==> config.mk <==
export PLATFORM = sky130hd
export DESIGN_NAME = fetch_queue_flat
export DESIGN_NICKNAME = d
export VERILOG_FILES = /design/src/rtl/fetch_queue_pkg.sv /design/src/rtl/fetch_queue_if.sv /design/src/rtl/fetch_queue_fifo.sv /design/src/rtl/fetch_queue.sv /design/src/flat_wrapper.sv
export SDC_FILE = /design/constraint.sdc
export NUM_CORES = 1
export LEC_CHECK = 0
export BUFFER_PORTS_ARGS = -buffer_cell sky130_fd_sc_hd__buf_2
export CELL_PAD_IN_SITES_DETAIL_PLACEMENT = 1
export CELL_PAD_IN_SITES_GLOBAL_PLACEMENT = 1
export CORE_ASPECT_RATIO = 2
export CORE_UTILIZATION = 35
export CTS_CLUSTER_DIAMETER = 60
export DETAILED_ROUTE_END_ITERATION = 8
export PLACE_DENSITY = 0.73
export SLEW_MARGIN = 5
export SYNTH_ARGS = -nofsm -noshare
export SYNTH_HDL_FRONTEND = slang
export SYNTH_SLANG_ARGS = --single-unit
export TNS_END_PERCENT = 30
==> constraint.sdc <==
create_clock -name clk_i -period 3.4 [get_ports clk_i]
set_input_delay 0.51 -clock clk_i [delete_from_list [all_inputs] [get_ports clk_i]]
set_output_delay 0.51 -clock clk_i [all_outputs]
set_load 0.005 [all_outputs]
==> src/rtl/fetch_queue_pkg.sv <==
// Shared types and sizing helpers for the instruction-fetch front end.
// The optional FETCH_BYPASS_EN build is selected in fetch_queue.sv.
package fetch_queue_pkg;

   localparam int PC_STEP         = 4;
   localparam int DEF_BITNESS     = 32;
   localparam int DEF_INSTR_WIDTH = 32;
   localparam int DEF_DEPTH       = 4;

   // Pointer width indexes DEPTH slots; counter width must also represent DEPTH itself.
   localparam int PTR_W = $clog2(DEF_DEPTH);
   localparam int CNT_W = $clog2(DEF_DEPTH + 1);

   typedef struct packed {
      logic [DEF_BITNESS-1:0]     pc;
      logic [DEF_INSTR_WIDTH-1:0] instr;
   } fetch_entry_t;

   function automatic int ptr_width(input int depth);
      return (depth > 1) ? $clog2(depth) : 1;
   endfunction

   function automatic int cnt_width(input int depth);
      return $clog2(depth + 1);
   endfunction

endpackage

==> src/rtl/fetch_queue_if.sv <==
// Bundles the instruction-memory port and the decode-side port of fetch_queue.
// Handshakes: a transfer happens in a cycle where both sides are high at the rising
// edge (imem_req_o & imem_gnt_i, valid_o & ready_i); the source never waits on ready.
interface fetch_queue_if #(
   parameter int BITNESS     = 32,
   parameter int INSTR_WIDTH = 32
);

   logic                   imem_req_o;
   logic [BITNESS-1:0]     imem_addr_o;
   logic                   imem_gnt_i;
   logic                   imem_rvalid_i;
   logic [INSTR_WIDTH-1:0] imem_rdata_i;
   logic                   redirect_i;
   logic [BITNESS-1:0]     redirect_pc_i;
   logic                   valid_o;
   logic                   ready_i;
   logic [INSTR_WIDTH-1:0] instr_o;
   logic [BITNESS-1:0]     pc_o;
   logic [BITNESS-1:0]     pcplus4_o;

   modport master (
      output imem_req_o, imem_addr_o,
      input  imem_gnt_i, imem_rvalid_i, imem_rdata_i,
      input  redirect_i, redirect_pc_i,
      output valid_o,
      input  ready_i,
      output instr_o, pc_o, pcplus4_o
   );

   modport slave (
      input  imem_req_o, imem_addr_o,
      output imem_gnt_i, imem_rvalid_i, imem_rdata_i,
      output redirect_i, redirect_pc_i,
      input  valid_o,
      output ready_i,
      input  instr_o, pc_o, pcplus4_o
   );

endinterface

==> src/rtl/fetch_queue_fifo.sv <==
// Synchronous FIFO with flush; head is read straight from the storage array
// so the output depends only on registered state.
module fetch_fifo
   import fetch_queue_pkg::*;
#(
   parameter type entry_t = fetch_entry_t,
   parameter int  DEPTH   = 4,
   localparam int PW      = ptr_width(DEPTH),
   localparam int CW      = cnt_width(DEPTH)
) (
   input  logic          clk,
   input  logic          rst,
   input  logic          flush,
   input  logic          push,
   input  entry_t        push_data,
   input  logic          pop,
   output entry_t        head,
   output logic [CW-1:0] count
);

   entry_t        mem [DEPTH];
   logic [PW-1:0] wr_ptr;
   logic [PW-1:0] rd_ptr;
   logic          full;
   logic          do_push;
   logic          do_pop;

   assign full    = (count == CW'(DEPTH));
   assign do_pop  = pop & (count != '0);
   // A push into a full FIFO is accepted only when a pop frees the slot this cycle.
   assign do_push = push & (!full | do_pop);
   assign head    = mem[rd_ptr];

   always_ff @(posedge clk) begin
      if (do_push) begin
         mem[wr_ptr] <= push_data;
      end
   end

   always_ff @(posedge clk) begin
      if (rst || flush) begin
         wr_ptr <= '0;
         rd_ptr <= '0;
         count  <= '0;
      end else begin
         if (do_push) wr_ptr <= wr_ptr + PW'(1);
         if (do_pop)  rd_ptr <= rd_ptr + PW'(1);
         count <= count + CW'(do_push) - CW'(do_pop);
      end
   end

endmodule

==> src/rtl/fetch_queue.sv <==
// Instruction-fetch front end: owns the PC, issues in-order fetches, buffers responses.
// Define FETCH_BYPASS_EN to forward a response straight to decode when the queue is empty.
module fetch_queue
   import fetch_queue_pkg::*;
#(
   parameter int                 BITNESS     = 32,
   parameter int                 INSTR_WIDTH = 32,
   parameter int                 DEPTH       = 4,
   parameter logic [BITNESS-1:0] RESET_PC    = '0
) (
   input logic           clk_i,
   input logic           rst_i,
   fetch_queue_if.master bus
);

   localparam int CW = cnt_width(DEPTH);

   typedef struct packed {
      logic [BITNESS-1:0]     pc;
      logic [INSTR_WIDTH-1:0] instr;
   } entry_t;

   typedef logic [BITNESS-1:0] tag_t;

   logic [BITNESS-1:0] fetch_pc;
   logic [CW-1:0]      out_cnt;
   logic [CW-1:0]      disc_cnt;
   logic [CW-1:0]      occupancy;
   logic [CW-1:0]      tag_count;
   logic [CW:0]        in_use;
   logic               grant;
   logic               rvalid_eff;
   logic               resp_ok;
   logic               bypass;
   logic               bypass_take;
   logic               enq;
   logic               deq;
   logic               q_empty;
   entry_t             resp_entry;
   entry_t             q_head;
   entry_t             head;
   tag_t               tag_head;
   logic [1:0]         unused_pc_bits;

   assign unused_pc_bits = bus.redirect_pc_i[1:0];

   // Queue slots plus in-flight requests never exceed DEPTH, so every response has a slot.
   assign in_use          = {1'b0, occupancy} + {1'b0, out_cnt};
   assign bus.imem_req_o  = !rst_i && !bus.redirect_i && (in_use < (CW+1)'(DEPTH));
   assign bus.imem_addr_o = fetch_pc;
   assign grant           = bus.imem_req_o & bus.imem_gnt_i;

   // A response with nothing outstanding belongs to a pre-reset request and is ignored.
   assign rvalid_eff = bus.imem_rvalid_i & (out_cnt != '0);
   assign resp_ok    = rvalid_eff & (disc_cnt == '0) & !bus.redirect_i;
   assign q_empty    = (occupancy == '0);
   assign resp_entry = '{pc: tag_head, instr: bus.imem_rdata_i};

`ifdef FETCH_BYPASS_EN
   assign bypass = resp_ok & q_empty;
`else
   assign bypass = 1'b0;
`endif

   assign bypass_take = bypass & bus.ready_i;
   assign enq         = resp_ok & !bypass_take;
   assign deq         = !q_empty & bus.ready_i;

   fetch_fifo #(
      .entry_t (tag_t),
      .DEPTH   (DEPTH)
   ) u_tag_fifo (
      .clk       (clk_i),
      .rst       (rst_i),
      .flush     (bus.redirect_i),
      .push      (grant),
      .push_data (fetch_pc),
      .pop       (resp_ok & (tag_count != '0)),
      .head      (tag_head),
      .count     (tag_count)
   );

   fetch_fifo #(
      .entry_t (entry_t),
      .DEPTH   (DEPTH)
   ) u_instr_fifo (
      .clk       (clk_i),
      .rst       (rst_i),
      .flush     (bus.redirect_i),
      .push      (enq),
      .push_data (resp_entry),
      .pop       (deq),
      .head      (q_head),
      .count     (occupancy)
   );

   // Idle outputs read as zero so pcplus4_o shows PC_STEP when nothing is valid.
   assign head          = bypass ? resp_entry : q_head;
   assign bus.valid_o   = !q_empty | bypass;
   assign bus.instr_o   = bus.valid_o ? head.instr : '0;
   assign bus.pc_o      = bus.valid_o ? head.pc : '0;
   assign bus.pcplus4_o = bus.pc_o + BITNESS'(PC_STEP);

   always_ff @(posedge clk_i) begin
      if (rst_i) begin
         fetch_pc <= RESET_PC;
         out_cnt  <= '0;
         disc_cnt <= '0;
      end else begin
         out_cnt <= out_cnt + CW'(grant) - CW'(rvalid_eff);
         if (bus.redirect_i) begin
            // Everything still in flight, minus a response landing now, is stale.
            fetch_pc <= {bus.redirect_pc_i[BITNESS-1:2], 2'b00};
            disc_cnt <= out_cnt - CW'(rvalid_eff);
         end else begin
            if (grant) fetch_pc <= fetch_pc + BITNESS'(PC_STEP);
            if (rvalid_eff && disc_cnt != '0) disc_cnt <= disc_cnt - CW'(1);
         end
      end
   end

endmodule

==> src/flat_wrapper.sv <==
// flat-port wrapper written by rule: the top's interface ports become plain ports
module fetch_queue_flat import fetch_queue_pkg::*;
#(
   parameter int                 BITNESS     = 32,
   parameter int                 INSTR_WIDTH = 32,
   parameter int                 DEPTH       = 4,
   parameter logic [BITNESS-1:0] RESET_PC    = '0
)
  (clk_i, rst_i, bus_imem_req_o, bus_imem_addr_o, bus_imem_gnt_i, bus_imem_rvalid_i, bus_imem_rdata_i, bus_redirect_i, bus_redirect_pc_i, bus_valid_o, bus_ready_i, bus_instr_o, bus_pc_o, bus_pcplus4_o);
  fetch_queue_if #(.BITNESS(BITNESS), .INSTR_WIDTH(INSTR_WIDTH)) bus_i ();
  input logic clk_i;
  input logic rst_i;
  output wire logic [$bits(bus_i.imem_req_o)-1:0] bus_imem_req_o;
  output wire logic [$bits(bus_i.imem_addr_o)-1:0] bus_imem_addr_o;
  input wire logic [$bits(bus_i.imem_gnt_i)-1:0] bus_imem_gnt_i;
  input wire logic [$bits(bus_i.imem_rvalid_i)-1:0] bus_imem_rvalid_i;
  input wire logic [$bits(bus_i.imem_rdata_i)-1:0] bus_imem_rdata_i;
  input wire logic [$bits(bus_i.redirect_i)-1:0] bus_redirect_i;
  input wire logic [$bits(bus_i.redirect_pc_i)-1:0] bus_redirect_pc_i;
  output wire logic [$bits(bus_i.valid_o)-1:0] bus_valid_o;
  input wire logic [$bits(bus_i.ready_i)-1:0] bus_ready_i;
  output wire logic [$bits(bus_i.instr_o)-1:0] bus_instr_o;
  output wire logic [$bits(bus_i.pc_o)-1:0] bus_pc_o;
  output wire logic [$bits(bus_i.pcplus4_o)-1:0] bus_pcplus4_o;
  assign bus_imem_req_o = bus_i.imem_req_o;
  assign bus_imem_addr_o = bus_i.imem_addr_o;
  assign bus_i.imem_gnt_i = bus_imem_gnt_i;
  assign bus_i.imem_rvalid_i = bus_imem_rvalid_i;
  assign bus_i.imem_rdata_i = bus_imem_rdata_i;
  assign bus_i.redirect_i = bus_redirect_i;
  assign bus_i.redirect_pc_i = bus_redirect_pc_i;
  assign bus_valid_o = bus_i.valid_o;
  assign bus_i.ready_i = bus_ready_i;
  assign bus_instr_o = bus_i.instr_o;
  assign bus_pc_o = bus_i.pc_o;
  assign bus_pcplus4_o = bus_i.pcplus4_o;
  fetch_queue #(.BITNESS(BITNESS), .INSTR_WIDTH(INSTR_WIDTH), .DEPTH(DEPTH), .RESET_PC(RESET_PC)) u_core (.clk_i(clk_i), .rst_i(rst_i), .bus(bus_i));
endmodule
# ---- Word level (Yosys, flattened, before mapping)
# Memories as Yosys holds them, arrays and structs flattened. A register that Yosys moved wholly into a read port is not among the register bits.
# Index checks and enable logic that the tools add are counted.
dict set report totals {
  ram_bits 384
  mem_count 2
  in_bits 70
  register_bits 52
}
dict set report op_classes {
  n_bitwise 12
  eq_ne 2
  magnitude_cmp 1
  addsub 15
  mux 14
  reduce_logical 18
}
# name words width rd rd_clocked_by_memory_dff wr line_no
set mem_list {}
lappend mem_list {u_core.u_instr_fifo.mem 4 64 1 1 1 fetch_queue_fifo.sv:21} ;# entry_t mem [DEPTH];
lappend mem_list {u_core.u_tag_fifo.mem 4 32 1 1 1 fetch_queue_fifo.sv:21}
# op n
set op_table {}
lappend op_table {{32-bit two-way mux} 4}
lappend op_table {{32-bit by 3-bit adder with 32-bit output, second input constant} 2}
lappend op_table {{3-bit nonzero test} 4}
lappend op_table {{3-bit by 1-bit subtractor with 3-bit output} 4}
lappend op_table {{1-bit AND} 10}
lappend op_table {{3-bit by 1-bit adder with 3-bit output} 3}
lappend op_table {{2-bit by 1-bit adder with 2-bit output, second input constant} 4}
lappend op_table {{2-bit two-way mux} 4}
lappend op_table {{3-bit equality test, second input constant} 2}
lappend op_table {{3-bit logical NOT} 2}
lappend op_table {{3-bit two-way mux} 2}
lappend op_table {{1-bit logical NOT} 5}
lappend op_table {{3-bit by 3-bit adder with 4-bit output} 1}
lappend op_table {{4-bit by 3-bit less-than comparator with 1-bit output, second input constant} 1}
lappend op_table {{1-bit two-way mux} 4}
lappend op_table {{2-bit nonzero test} 2}
lappend op_table {{1-bit logical AND} 3}
lappend op_table {{3-bit by 1-bit subtractor with 3-bit output, second input constant} 1}
lappend op_table {{1-bit OR} 2}
lappend op_table {{2-bit OR reduction} 1}
lappend op_table {{1-bit logical OR} 1}

# ---- Logic depth before layout (Yosys ltp)
dict set report logic_depth {
  ltp_word 10
  mapped_depth 13
}

# ---- Hierarchy
# From an unflattened synthesis, not the netlist that was laid out.
dict set report hier_totals {
  cells_unflattened 1046
  hier_area_um2 18057.3
}
# mod area_per_inst_um2 cells_each seq_area_each_um2 n_inst
set by_module_without_submodules {}
lappend by_module_without_submodules {{fetch_fifo at u_core.u_instr_fifo} 9678.0 380 7867.5 1}
lappend by_module_without_submodules {{fetch_fifo at u_core.u_tag_fifo} 5064.9 213 4023.9 1}
lappend by_module_without_submodules {fetch_queue 3314.4 453 720.7 1}

# ---- Worst setup path after synthesis
# Ideal clock, no wire load.
dict set report synth_path {
  path_kind {input to register}
  start {input port bus_redirect_i}
  end {memory u_core.u_instr_fifo.mem[1][0] in the netlist's numbering, enable pin}
  setup_time_ps 426
  path_slack_ps 175
  n_path_buf 1
  stages 5
  arrival_ps 2799
  cell_sequence {clkbuf_1 inv_1 nand4b_1 nor2_1 and2_1}
}
dict set report synth_via {
  elab_chain_len 5
}
# item line_no
set synth_lines {}
lappend synth_lines {{start: declaration} flat_wrapper.sv:18} ;# input wire logic [$bits(bus_i.redirect_i)-1:0] bus_redirect_i;
lappend synth_lines {{1-bit logical NOT} fetch_queue.sv:55} ;# assign resp_ok = rvalid_eff & (disc_cnt == '0) & !bus.redirect_i;
lappend synth_lines {{1-bit AND} fetch_queue.sv:55}
lappend synth_lines {{1-bit AND} fetch_queue_fifo.sv:31} ;# assign do_push = push & (!full | do_pop);
lappend synth_lines {{1-bit two-way mux} fetch_queue_fifo.sv:35} ;# if (do_push) begin
lappend synth_lines {{1-bit two-way mux (not written as such)} fetch_queue_fifo.sv:36} ;# mem[wr_ptr] <= push_data;
lappend synth_lines {{end: declaration} fetch_queue_fifo.sv:21}
# No other way between the ends.

==> flow_summary.toml <==
[outcome]
status = "finished, final reports clean"

[layout]
utilization_pct = 42.8
drive_gt1_share_pct = 35.2
layoutNonFillerInstCount = 1954
num-fill-cells = 4900
area_growth_pct = 20.1
fin_nets = 1377
n_antenna_cell = 0

[detailed_routing]
final_antenna_net_count = 0
dr.pass1.iters = 4
routed_wl_microns = 42000
drcViolationCount = 0
wl_per_cell_microns = 21.5
drt_iter0_markers = 450
vias = 9980
viasPerCell = 5.11

[clock_tree]
path_clk_slew_ns = 0.07
root_buffer = "clkbuf_16"
cts_sinks = 422
clk-insertion-delay-late_ns = 0.55
cts_tree = "built"
hold_buffers = 0
h-tree-depth = 2
ctsLongestPathBuffers = 3
cts_buffers = 38

[sta]
finalClockSkew_ns = 0.0165
rsz0062_at_grt = "true"
tightestPinTransition_ns = 0.810
drv_slew = 0
fmax_mhz = 296
fin_crit_sh_pct = 99.5
fin_crit_ns = 3.38
relSlewSlack_pct = 46.0
fin_tns_setup_ns = 0
finalSetupViolCount = 0
hold_viol = 0

[synthesis]
synth-edff-count = 368
ys_seq_area_share_pct = 69.0
synthesis.area_sq_um = 17600
async_flop_share_pct = 0
syn_inst = 1028
avgSynthCellArea_sq_um = 17.1
yosys_warnings = 0
yosysMostFrequentCell = "edfxtp_1"
synth_top_area_share_pct = 62.8
yosys.area.top_type = "edfxtp_1"
netlist_top_cells_count = "368 x edfxtp_1, 89 x mux4_2, 68 x and2_1"
synth_ff_type = "edfxtp_1"
yosysUniqueCellTypes = 64
yosys-top-cells-area = "edfxtp_1 63%, mux4_2 11%, dfxtp_1 6.1%"
ys_seq_elements = 422

[global_routing]
grt_usage_pct = 16.6
antenna_found_initial = 0
grt_pass1_vias = 10700
grt_max_degree = 63
grt_pass1_wl_microns = 64200
grt_overflow = 0

[setup_path]
crit_chain = "buf_6 -> mux4_2 -> and3_4 -> and4b_2 -> nand4_4 -> nor4b_4 -> xor2_1 -> buf_2"
critical_path.startpoint_type = "flop"
slowest_delay_ns = 0.41
reg2reg_from = "u_core.out_cnt[1]"
path_class = "flop to output port"
cp_slowest_cell = "dfxtp_4"
r2r_end = "u_core.u_tag_fifo.count[2]"
rrSetupSlack_ns = 0.36
r2r_cells = 13
cp.arrival_ns = 2.87
path_max_fanout = 8
critPathRequiredTime_ns = 2.89
crit_path_end_kind = "output port"

[place]
dp.cells = 1854
gp_congestion = 0.809
io_buffers = 191
dpl.hpwl_microns = 28600

[floorplan]
die_w_microns = 161
rows = 115
chipHeight_microns = 319
core_area_sq_um = 49400
start_util_pct = 35.6
io-pin-count = 200
die-area_sq_um = 51200

[hold_path]
whs_path_depth = 1
hold_path_end = "u_core.u_instr_fifo.mem[2][22]"
min-delay-start = "bus_imem_rdata_i[22]"
min_path_type = "input pin to flop"

[pwr]
ir_worst_vdd_uv = 330
total_leakage_power_nw = 7.50
power.density_nw_per_um2 = 539

[job]
cap_violations = 0
worst max-delay path: cells and delay by family, from the launching register on:
kind / cells / cell delay [ns]
DFF: 1 / 0.41
buffers and inverters: 2 / 0.27
and+or+nand+nor: 4 / 1.14
xor gates and xnor gates: 1 / 0.16
muxes: 1 / 0.35
routing by layer:
layer	wire, microns	GRT usage [%]
met1	15300	17.5
met5	0	0
met4	1830	8.44
met3	1450	2.11
met2	23500	31.7
repair_timing:
item                       in CTS  in global routing
gates resized for setup        25                  8
hold endpoints to repair        0                  0
setup endpoints to repair      18                 13
pin swaps                      13                 10
buffers inserted               22                  6
gates cloned                    3                  0
per-stage QoR:
step,power (W),worst slack [ns],hold slack (ns),instance area (sq um)
2_1_floorplan,0.00662,0.175,0.485,17600
3_3_place_gp,0.00706,0.253,0.499,19400
3_5_place_dp,0.00712,0.205,0.532,19400
4_1_cts,0.0116,-0.0571,0.146,21100
5_1_grt,0.0118,-0.117,0.159,21100
6_report,0.0114,0.0180,0.183,21100
area by class of cell:
class	count	area (sq um)	area share, %
sequential	422	12100	57.5
multi-input combinational	531	5130	24.3
timing repair buffer	262	1690	7.98
clock buffer	42	987	4.67
tap	643	805	3.81
clock inverter	27	275	1.30
inverter	27	101	0.480
layout by cell type (no fill, tap or decap), drive strengths merged, types with 6 or more instances in the layout:
master	instances
mux2i	8
mux4	93
xor2	22
or3	6
conb	6
nor4	7
and3	9
clkinv	16
xnor2	27
dfxtp	54
a211oi	8
nand2	46
and4	7
ha	22
nand4	21
a21oi	19
edfxtp	368
nor3	6
and2	75
a31oi	14
inv	32
nand3	18
nor2	57
o21ai	17
buf	260
clkbuf	42
registers in the layout, summed over array words and instances, names as in the netlist, 3 cells and up, named ones only:
register,cells
u_core.u_tag_fifo.count,3
u_core.u_tag_fifo.mem,120
u_core.u_instr_fifo.count,3
u_core.bus.imem_addr_o,30
u_core.out_cnt,3
u_core.u_instr_fifo.mem,248
u_core.disc_cnt,3
worst max-delay path by stage:
stage                    from                            end  slack, ns  depth (start not counted)
2_1_floorplan  bus_redirect_i  u_core.u_instr_fifo.mem[1][0]       0.17                          5
3_3_place_gp             flop              bus_pcplus4_o[26]       0.25                          7
3_5_place_dp             flop              bus_pcplus4_o[19]       0.20                          8
4_1_cts                  flop              bus_pcplus4_o[22]      -0.06                          7
5_1_grt                  flop              bus_pcplus4_o[31]      -0.12                         10
6_report                 flop              bus_pcplus4_o[26]       0.02                          8
where the power goes:
part | switching, W | leakage (nW) | internal, W
Sequential | 0.000117 | 3.80 | 0.00580
Combinational | 0.000614 | 3.07 | 0.000512
Clock | 0.00191 | 0.622 | 0.00244
Total | 0.00264 | 7.50 | 0.00875
kinds of logic (layout without fill, tap and decap cells):
| group | after synthesis | in the layout | share of synthesized area (%) |
|---|---|---|---|
| other cells | 1 | 6 | 0.0213 |
| fa+ha+maj | 25 | 25 | 1.91 |
| compound gates | 77 | 77 | 2.78 |
| xor+xnor | 49 | 49 | 2.44 |
| buf+inv | 80 | 358 | 2.38 |
| mux | 104 | 104 | 12.6 |
| flops | 422 | 422 | 69.0 |
| simple gates | 270 | 270 | 8.86 |
(Power assumes the default switching activity.)
